**config.mk**
```make
export PLATFORM = sky130hd
export DESIGN_NAME = score_seg_driver
export DESIGN_NICKNAME = d
export VERILOG_FILES = /design/src/rtl/score_pkg.sv /design/src/rtl/seg7_decode.sv /design/src/rtl/score_seg_driver.sv
export SDC_FILE = /design/constraint.sdc
export NUM_CORES = 1
export LEC_CHECK = 0
export ABC_AREA = 1
export ABC_CLOCK_PERIOD_IN_PS = 4550
export BUFFER_PORTS_ARGS = -buffer_cell sky130_fd_sc_hd__buf_4
export CAP_MARGIN = 20
export CORE_UTILIZATION = 25
export CTS_CLUSTER_SIZE = 14
export DETAILED_ROUTE_END_ITERATION = 10
export GPL_TIMING_DRIVEN = 0
export SLEW_MARGIN = 40
export SYNTH_ARGS = -nofsm -noshare
export SYNTH_HDL_FRONTEND = slang
export SYNTH_SLANG_ARGS = --single-unit
```
**constraint.sdc**
```tcl
create_clock -name clk_100MHz -period 4.55 [get_ports clk_100MHz]
set_input_delay 0 -clock clk_100MHz [delete_from_list [all_inputs] [get_ports clk_100MHz]]
set_output_delay 0 -clock clk_100MHz [all_outputs]
set_load 0.05 [all_outputs]
```
**src/rtl/score_pkg.sv**
```systemverilog
// Shared types and constants for the score keeper and seven-segment driver:
// BCD digit type, active-low segment patterns, anode selects and BCD increment.
package score_pkg;

    typedef logic [3:0] bcd_digit_t;

    // Segment patterns in {g,f,e,d,c,b,a} order, active-low
    localparam logic [6:0] SEG_0     = 7'b1000000;
    localparam logic [6:0] SEG_1     = 7'b1111001;
    localparam logic [6:0] SEG_2     = 7'b0100100;
    localparam logic [6:0] SEG_3     = 7'b0110000;
    localparam logic [6:0] SEG_4     = 7'b0011001;
    localparam logic [6:0] SEG_5     = 7'b0010010;
    localparam logic [6:0] SEG_6     = 7'b0000010;
    localparam logic [6:0] SEG_7     = 7'b1111000;
    localparam logic [6:0] SEG_8     = 7'b0000000;
    localparam logic [6:0] SEG_9     = 7'b0010000;
    localparam logic [6:0] SEG_BLANK = 7'b1111111;

    localparam logic [3:0] AN_DIG0 = 4'b1110;
    localparam logic [3:0] AN_DIG1 = 4'b1101;
    localparam logic [3:0] AN_DIG2 = 4'b1011;
    localparam logic [3:0] AN_DIG3 = 4'b0111;
    localparam logic [3:0] AN_OFF  = 4'b1111;

    localparam logic [15:0] SCORE_MAX = 16'h9999;

    // Adds one to a packed 4-digit BCD value; callers guard against SCORE_MAX.
    function automatic logic [15:0] bcd_inc(input logic [15:0] value);
        logic [15:0] result;
        logic        carry;
        result = value;
        carry  = 1'b1;
        for (int i = 0; i < 4; i++) begin
            if (carry) begin
                if (result[i*4 +: 4] == 4'd9) begin
                    result[i*4 +: 4] = 4'd0;
                end else begin
                    result[i*4 +: 4] = result[i*4 +: 4] + 4'd1;
                    carry            = 1'b0;
                end
            end
        end
        return result;
    endfunction

endpackage

```
**src/rtl/seg7_decode.sv**
```systemverilog
// Combinational BCD nibble to active-low seven-segment decoder; values above 9
// decode to a blank digit.
import score_pkg::*;

module seg7_decode (
    input  bcd_digit_t digit_i,
    output logic [6:0] seg_n_o
);

    always_comb begin
        seg_n_o = SEG_BLANK;
        case (digit_i)
            4'd0:    seg_n_o = SEG_0;
            4'd1:    seg_n_o = SEG_1;
            4'd2:    seg_n_o = SEG_2;
            4'd3:    seg_n_o = SEG_3;
            4'd4:    seg_n_o = SEG_4;
            4'd5:    seg_n_o = SEG_5;
            4'd6:    seg_n_o = SEG_6;
            4'd7:    seg_n_o = SEG_7;
            4'd8:    seg_n_o = SEG_8;
            4'd9:    seg_n_o = SEG_9;
            default: seg_n_o = SEG_BLANK;
        endcase
    end

endmodule

```
**src/rtl/score_seg_driver.sv**
```systemverilog
// Game score keeper (saturating packed BCD) and 4-digit multiplexed display driver.
// Optional build macro LEADING_ZERO_BLANK_EN blanks digits above the most significant nonzero one.
import score_pkg::*;

module score_seg_driver #(
    parameter int REFRESH_DIV = 100000
) (
    input  logic        clk_100MHz,
    input  logic        reset,
    input  logic        tick_1hz,
    input  logic        status,
    output logic [15:0] score_bcd,
    output logic [3:0]  an_n,
    output logic [6:0]  seg_n
);

    localparam int              CNT_W    = $clog2(REFRESH_DIV);
    localparam logic [CNT_W-1:0] DIV_LAST = CNT_W'(REFRESH_DIV - 1);

    logic [15:0]      score_q, score_d;
    logic             status_q;
    logic [CNT_W-1:0] div_q, div_d;
    logic [1:0]       dig_q, dig_d;
    logic [3:0]       an_q, an_d;
    logic [6:0]       seg_q, seg_d;

    bcd_digit_t       cur_digit;
    logic [6:0]       cur_seg;
    logic [3:0]       digit_blank;
    logic             status_rise;

    assign status_rise = status & ~status_q;

    // A new game clears the score even when a tick lands in the same cycle
    always_comb begin
        score_d = score_q;
        if (status_rise) begin
            score_d = 16'h0000;
        end else if (status && tick_1hz && (score_q != SCORE_MAX)) begin
            score_d = bcd_inc(score_q);
        end
    end

    always_comb begin
        div_d = div_q + CNT_W'(1);
        dig_d = dig_q;
        if (div_q == DIV_LAST) begin
            div_d = '0;
            dig_d = dig_q + 2'd1;
        end
    end

    assign digit_blank[0] = 1'b0;
`ifdef LEADING_ZERO_BLANK_EN
    for (genvar gi = 1; gi < 4; gi++) begin : g_lead_zero
        assign digit_blank[gi] = (score_q[15:gi*4] == '0);
    end
`else
    for (genvar gi = 1; gi < 4; gi++) begin : g_lead_zero
        assign digit_blank[gi] = 1'b0;
    end
`endif

    assign cur_digit = score_q[{dig_q, 2'b00} +: 4];

    seg7_decode u_decode (
        .digit_i (cur_digit),
        .seg_n_o (cur_seg)
    );

    always_comb begin
        an_d  = AN_OFF;
        seg_d = SEG_BLANK;
        if (!digit_blank[dig_q]) begin
            seg_d = cur_seg;
            case (dig_q)
                2'd0:    an_d = AN_DIG0;
                2'd1:    an_d = AN_DIG1;
                2'd2:    an_d = AN_DIG2;
                default: an_d = AN_DIG3;
            endcase
        end
    end

    always_ff @(posedge clk_100MHz or posedge reset) begin
        if (reset) begin
            score_q  <= 16'h0000;
            status_q <= 1'b0;
            div_q    <= '0;
            dig_q    <= 2'd0;
            an_q     <= AN_OFF;
            seg_q    <= SEG_BLANK;
        end else begin
            score_q  <= score_d;
            status_q <= status;
            div_q    <= div_d;
            dig_q    <= dig_d;
            an_q     <= an_d;
            seg_q    <= seg_d;
        end
    end

    assign score_bcd = score_q;
    assign an_n      = an_q;
    assign seg_n     = seg_q;

endmodule

```
==> metrics.json, run 1 <==
{
  "run_status": "complete, no violations",
  "critical_path_class": "register to register",
  "synth.cell_area_mm2": 0.00268,
  "cts_setup_buffers": 0,
  "total_leakage_power_uw": 0.00165,
  "rsz0062_at_grt": "false",
  "critical_path.max_fanout": 10,
  "final_nets": 394,
  "totalWireLength_um": 5670,
  "path_cells": "ha_1, nand3_2, nor2_1, nand2_2, nand2_4, nand2_4, buf_6, nand3_1, nand2_1",
  "cts.path.max_buffers": 2,
  "cts_tree": "done",
  "core_area_mm2": 0.0104,
  "io_buffer_count": 30,
  "post_route_cells_drive_above_1_share": 0.193,
  "placed_area_mm2": 0.00309,
  "intPower_uw": 780,
  "worst_clock_skew_ps": 16.5,
  "cell_type_group_with_the_largest_total_delay_on_the_critical_path": "simple AND/OR/NAND/NOR gates",
  "ctsRootBufferMaster": "clkbuf_8",
  "drc": 0,
  "yosys_register_bits": 47,
  "critPathCaptureType": "register",
  "ctsResizeCount": 0,
  "seq_power_share": 0.417,
  "die_height_um": 105,
  "grt_usage": 0.111,
  "initial_antenna_violation_count": 0,
  "period_share": 0.361,
  "combinationalPowerShare": 0.398,
  "timing_worst_slew_pin_value_ps": 335,
  "synth_largest_type_area_fraction": 0.337,
  "required_time_at_the_endpoint_of_the_critical_path_ps": 4760,
  "via_to_cell_ratio": 4.30,
  "worstPathArrival_ps": 1850,
  "critPathLaunchType": "register",
  "floorplan.die_area_mm2": 0.0111,
  "number_of_buffers_and_inverters_on_the_critical_path": 1,
  "worst_path_max_delay_cell": "dfrtp_1",
  "antenna_violating_nets_left": 0,
  "drv_cap": 0,
  "layout.core_utilization": 0.309,
  "final.setup.tns_ps": 0,
  "synth_warnings": 0,
  "powerDensity_mw_per_mm2": 438,
  "synthesis.nets": 354,
  "postSynthAreaPerCell_um2": 8.06,
  "post_synth_main_area_contributors": "dfrtp_1 (34%), nand2_1 (12%), dfstp_2 (11%)",
  "insertedDiodeCount": 0,
  "dpl.hpwl_um": 4300,
  "gpl.final_weighted_congestion": 0.841,
  "first_global_vias": 2123,
  "sequential_fraction_of_the_synthesis_area": 0.445,
  "firstDrtPassIters": 4,
  "total_number_of_clock_tree_sinks": 47,
  "global_route_wire_length_before_repair_um": 9920,
  "clkLatencyLatePin_ps": 310,
  "switching_share": 0.443,
  "grt_max_degree": 33,
  "cpMostUsedCell": "nand2_4",
  "detail_route.wl_per_cell_um": 11.1,
  "setup_viol": 0,
  "worst_vdd_drop_v": 0.000189,
  "finalMaxSlewViolations": 0,
  "drtIter0Drc": 107,
  "initial_core_util": 0.258,
  "post-route-cell-area_mm2": 0.00320,
  "via_count": 2191,
  "die-width_um": 105,
  "share_clk_of_total_power": 0.185,
  "number_of_hold_slack_violations_in_the_final_timing_report": 0,
  "cts_made_buffers": 5,
  "synth_top_area_cell": "dfrtp_1",
  "clk_pin_slew_ps": 100,
  "flow.area_growth_from_synthesis_pct": 19.6,
  "pin_count": 31,
  "switchingPower_uw": 621,
  "worst_slew_margin_rel": 0.776,
  "slowest_delay_ps": 520,
  "gr_ovfl_total": 0,
  "timing.final.crit_period_ps": 1640,
  "rows": 37,
  "max_freq_ghz": 0.610,
  "synth_cells": 332,
  "synth_cell_types": 30,
  "cts_htree_levels": 2,
  "min_path_type": "input pin to asynchronous set/reset pin"
}
[logic make-up (layout without fill, tap and decap cells)]
| logic type | Yosys count | count (layout) | share of synthesized area |
|---|---|---|---|
| fa+ha+maj | 18 | 18 | 0.0842 |
| buf+inv | 49 | 90 | 0.0744 |
| simple gates | 186 | 186 | 0.302 |
| flops | 47 | 47 | 0.445 |
| xor+xnor | 15 | 15 | 0.0491 |
| compound gates | 17 | 17 | 0.0458 |
[flip-flops by register name (all words and copies together) (netlist names)]
name	cells
status_q	1
score_bcd	16
div_q	17
seg_n	7
an_n	4
dig_q	2
[layer usage]
metal  vias to the layer above  global-route usage  routed length (um)
met3                        10              0.0260                 225
li1                       1121                   -                   -
met5                         -                   0                   0
met2                        41               0.174                2560
met4                         0              0.0392                  91
met1                      1019               0.148                2790
[synth_stat cells, drive strengths merged]
| cell type | number |
|---|---|
| ha | 18 |
| nor3 | 2 |
| o211ai | 2 |
| nor2 | 41 |
| xor2 | 11 |
| buf | 3 |
| a21o | 1 |
| inv | 46 |
| o21ai | 9 |
| o21bai | 1 |
| xnor2 | 4 |
| nand4 | 5 |
| nand3 | 45 |
| o211a | 1 |
| a21oi | 2 |
| dfstp | 11 |
| dfrtp | 36 |
| o22ai | 1 |
| nand2 | 93 |
[metrics by stage]
stage / power (uW) / cells / hold WS, ps / worst slack [ps]
final: 1400 / 509 / 168 / 2910
after global routing: 1480 / 509 / 185 / 2750
after CTS: 1410 / 509 / 179 / 2890
after detailed placement: 1150 / 499 / -42.4 / 2900
after global placement: 1140 / 498 / 137 / 2750
after floorplan: 983 / 332 / 31.4 / 2790
[cells in the final DEF, fill, tap and decap left out, drive strengths merged]
master,instances
nand2,93
inv,47
nand3,45
nor2,41
dfrtp,36
buf,34
ha,18
xor2,11
dfstp,11
o21ai,9
nand4,5
clkbuf,5
xnor2,4
a21oi,2
o211ai,2
nor3,2
clkinv,2
dlygate4sd3,2
o21bai,1
o211a,1
a21o,1
o22ai,1
[what timing repair did]
item,CTS,global route
endpoints found under the hold margin,39,0
hold buffers,2,0
setup endpoints to repair,0,0
[final timing paths]
kind / startpoint / endpoint / slack [ps] / cells past startpoint
worst min-delay path: reset / score_bcd[6] / 170 / 3
worst max-delay path: score_bcd[8] / score_bcd[12] / 2910 / 9
max in group asynchronous: reset / seg_n[0] / 3860 / 4
worst max register to register: score_bcd[8] / score_bcd[12] / 2910 / 9
worst min register to register: div_q[0] / div_q[0] / 460 / 1
min in group clk_100MHz: tick_1hz / score_bcd[0] / 190 / 6
[final cells by class]
type	count	area, um^2
Tap cell	136	170
Sequential cell	47	1190
Fill cell	1113	7170
Buffer	3	23.8
Multi-Input combinational cell	236	1290
Clock inverter	3	18.8
Inverter	46	178
Clock buffer	5	68.8
Timing Repair Buffer	33	265
[power groups by stage]
stage,combinational (uW),clock [uW],sequential (uW)
floorplan,189,0,795
global placement,548,0,590
detailed placement,561,0,591
CTS,563,267,583
global route,606,286,593
finish,557,259,584
[worst reg2reg max path: stages, from the launching register on]
cell,delay (ps)
dfrtp_1,520
ha_1,220
nand3_2,100
nor2_1,150
nand2_2,80
nand2_4,80
nand2_4,100
buf_6,170
nand3_1,80
nand2_1,50
(Power assumes the default switching activity.)
==> run 2: changes to the inputs <==
- ABC_CLOCK_PERIOD_IN_PS: 4550 -> 1700
- clock period: 4.55 -> 1.7 ns (I/O delays scaled with it)
==> metrics.json, run 2 (same netlist as run 1, synthesis figures left out) <==
{
  "run_status": "complete, no violations",
  "via_count": {"value": 2223, "change": "+1.5%"},
  "setup_viol": {"value": 0, "change": "unchanged"},
  "grt_usage": {"value": 0.109, "change": "-0.00133"},
  "number_of_hold_slack_violations_in_the_final_timing_report": {"value": 0, "change": "unchanged"},
  "max_freq": {"value": 0.631, "unit": "GHz", "change": "+3.5%"},
  "firstDrtPassIters": {"value": 4, "change": "unchanged"},
  "gpl.final_weighted_congestion": {"value": 0.853, "change": "+1.5%"},
  "worst_vdd_drop": {"value": 0.000646, "unit": "V", "change": "+240%"},
  "floorplan.die_area": {"value": 0.0111, "unit": "mm^2", "change": "unchanged"},
  "critical_path.max_fanout": {"value": 10, "change": "unchanged"},
  "cts_htree_levels": {"value": 2, "change": "unchanged"},
  "cts.path.max_buffers": {"value": 2, "change": "unchanged"},
  "critPathCaptureType": "register",
  "critPathLaunchType": "register",
  "clk_pin_slew": {"value": 90, "unit": "ps", "change": "about the same"},
  "grt_max_degree": {"value": 27, "change": "-18%"},
  "die-width": {"value": 105, "unit": "um", "change": "unchanged"},
  "initial_core_util": {"value": 0.258, "change": "unchanged"},
  "global_route_wire_length_before_repair": {"value": 9830, "unit": "um", "change": "-0.91%"},
  "timing.final.crit_period": {"value": 1580, "unit": "ps", "change": "-55.6 ps"},
  "required_time_at_the_endpoint_of_the_critical_path": {"value": 1900, "unit": "ps", "change": "-2860 ps"},
  "mostFrequentLayoutCells": "nand2_1 (86), nand3_1 (43), inv_1 (39)",
  "detail_route.wl_per_cell": {"value": 10.8, "unit": "um", "change": "-3.4%"},
  "place_ws": {"value": 90.7, "unit": "ps", "change": "-2810 ps"},
  "pin_count": {"value": 31, "change": "unchanged"},
  "timing.hold.ws": {"value": 161, "unit": "ps", "change": "-7.28 ps"},
  "gr_ovfl_total": {"value": 0, "change": "unchanged"},
  "share_clk_of_total_power": {"value": 0.184, "change": "about the same"},
  "core_area": {"value": 0.0104, "unit": "mm^2", "change": "unchanged"},
  "drtIter0Drc": {"value": 102, "change": "-4.7%"},
  "insertedDiodeCount": {"value": 0, "change": "unchanged"},
  "ctsRootBufferMaster": "clkbuf_8",
  "worst_clock_skew": {"value": 11.1, "unit": "ps", "change": "-5.44 ps"},
  "worst_slew_margin_rel": {"value": 0.788, "change": "+0.0115"},
  "largest-register": "div_q",
  "switchingPower": {"value": 1640, "unit": "uW", "change": "+160%"},
  "clkLatencyLatePin": {"value": 300, "unit": "ps", "change": "about the same"},
  "powerDensity": {"value": 1170, "unit": "mW/mm^2", "change": "+170%"},
  "cts_tree": "done",
  "cts_made_buffers": {"value": 5, "change": "unchanged"},
  "totalWireLength": {"value": 5550, "unit": "um", "change": "-2.2%"},
  "critical_path_class": "register to register",
  "flow.area_growth_from_synthesis_pct": 22.6,
  "layout.cells.most_common": "nand2_1",
  "io_buffer_count": {"value": 30, "change": "unchanged"},
  "period_share": {"value": 0.932, "change": "+0.572"},
  "drv_cap": {"value": 0, "change": "unchanged"},
  "seq_power_share": {"value": 0.405, "change": "-0.012"},
  "via_to_cell_ratio": {"value": 4.32, "change": "+0.28%"},
  "rows": {"value": 37, "change": "unchanged"},
  "worstPathArrival": {"value": 1780, "unit": "ps", "change": "-70 ps"},
  "post_route_cells_drive_above_1_share": {"value": 0.232, "change": "+0.0392"},
  "drc": {"value": 0, "change": "unchanged"},
  "intPower": {"value": 2190, "unit": "uW", "change": "+180%"},
  "initial_antenna_violation_count": {"value": 0, "change": "unchanged"},
  "first_global_vias": {"value": 2165, "change": "+2.0%"},
  "final.setup.tns": {"value": 0, "unit": "ps", "change": "unchanged"},
  "antenna_violating_nets_left": {"value": 0, "change": "unchanged"},
  "postLayoutSetupSlackWorst": {"value": 115, "unit": "ps", "change": "-2790 ps"},
  "timing_worst_slew_pin_value": {"value": 317, "unit": "ps", "change": "-17.2 ps"},
  "finalMaxSlewViolations": {"value": 0, "change": "unchanged"},
  "total_leakage_power": {"value": 0.00167, "unit": "uW", "change": "+1.3%"},
  "min_path_type": "input pin to register",
  "combinationalPowerShare": {"value": 0.411, "change": "+0.013"},
  "final_nets": {"value": 400, "change": "+1.5%"},
  "largest_register_ff_count": {"value": 17, "change": "unchanged"},
  "total_number_of_clock_tree_sinks": {"value": 47, "change": "unchanged"},
  "die_height": {"value": 105, "unit": "um", "change": "unchanged"},
  "dpl.hpwl": {"value": 4200, "unit": "um", "change": "-2.4%"},
  "switching_share": {"value": 0.429, "change": "-0.0145"}
}
-- run 2: changes by cell type in the layout (fill, tap and decap cells not counted), sizes merged --
cell	before	now
buf	34	40
clkinv	2	1
clkinvlp	0	1
inv	47	46
clkbuf	5	6
-- run 2: routing by layer --
metal	GRT usage	part of all wire
met1	0.147	0.50
met2	0.174	0.45
met3	0.0284	0.037
met4	0.0282	0.0074
met5	0	0
-- run 2: critical path, stage by stage (launching register included) --
cell and delay (ps):
dfrtp_2 450, inv_1 70, ha_1 130, nand3_1 110, nor2_1 170, nand2_2 90, nand2_4 80, nand2_4 90
buf_6 170, nand3_1 70, nand2_1 50
-- run 2: final cells by class --
type | instances | area [um^2]
inverter | 46 | 180
timing repair buffer | 39 | 310
clock buffer | 6 | 82.6
multi-input combinational | 236 | 1300
clock inverter | 2 | 11.3
fill | 1123 | 7090
buffer | 3 | 23.8
sequential | 47 | 1200
tap | 136 | 170
-- run 2: repair_timing --
action	CTS	global route
hold buffers	2	0
hold endpoints to repair	48	0
gates resized for setup	0	8
endpoints found under the setup margin	0	11
setup buffers	0	6
-- run 2: path summary, 6_finish.rpt --
path / start / end / slack [ps] / cells after the start
min in group asynchronous: reset / div_q[1] / 200 / 3
max reg2reg: score_bcd[13] / score_bcd[2] / 120 / 10
max in group asynchronous: reset / score_bcd[0] / 1050 / 4
max: score_bcd[13] / score_bcd[2] / 120 / 10
min: tick_1hz / score_bcd[2] / 160 / 6
min reg2reg: div_q[0] / div_q[0] / 470 / 1
-- run 2: power by group through the flow --
stage,Combinational [uW],Clock (uW),Sequential [uW]
after floorplan,505,0,2130
after global placement,1470,0,1580
after detailed placement,1490,0,1590
after CTS,1500,739,1570
after global routing,1730,788,1580
final,1570,703,1550
-- run 2: per-stage QoR --
stage | instances | utilization | power, uW | area [um^2]
after floorplan | 332 | - | 2640 | 2680
after global placement | 498 | 0.297 | 3050 | 3080
after detailed placement | 499 | 0.299 | 3090 | 3100
after CTS | 509 | 0.310 | 3810 | 3210
after global routing | 515 | 0.316 | 4100 | 3280
final | 515 | 0.316 | 3830 | 3280
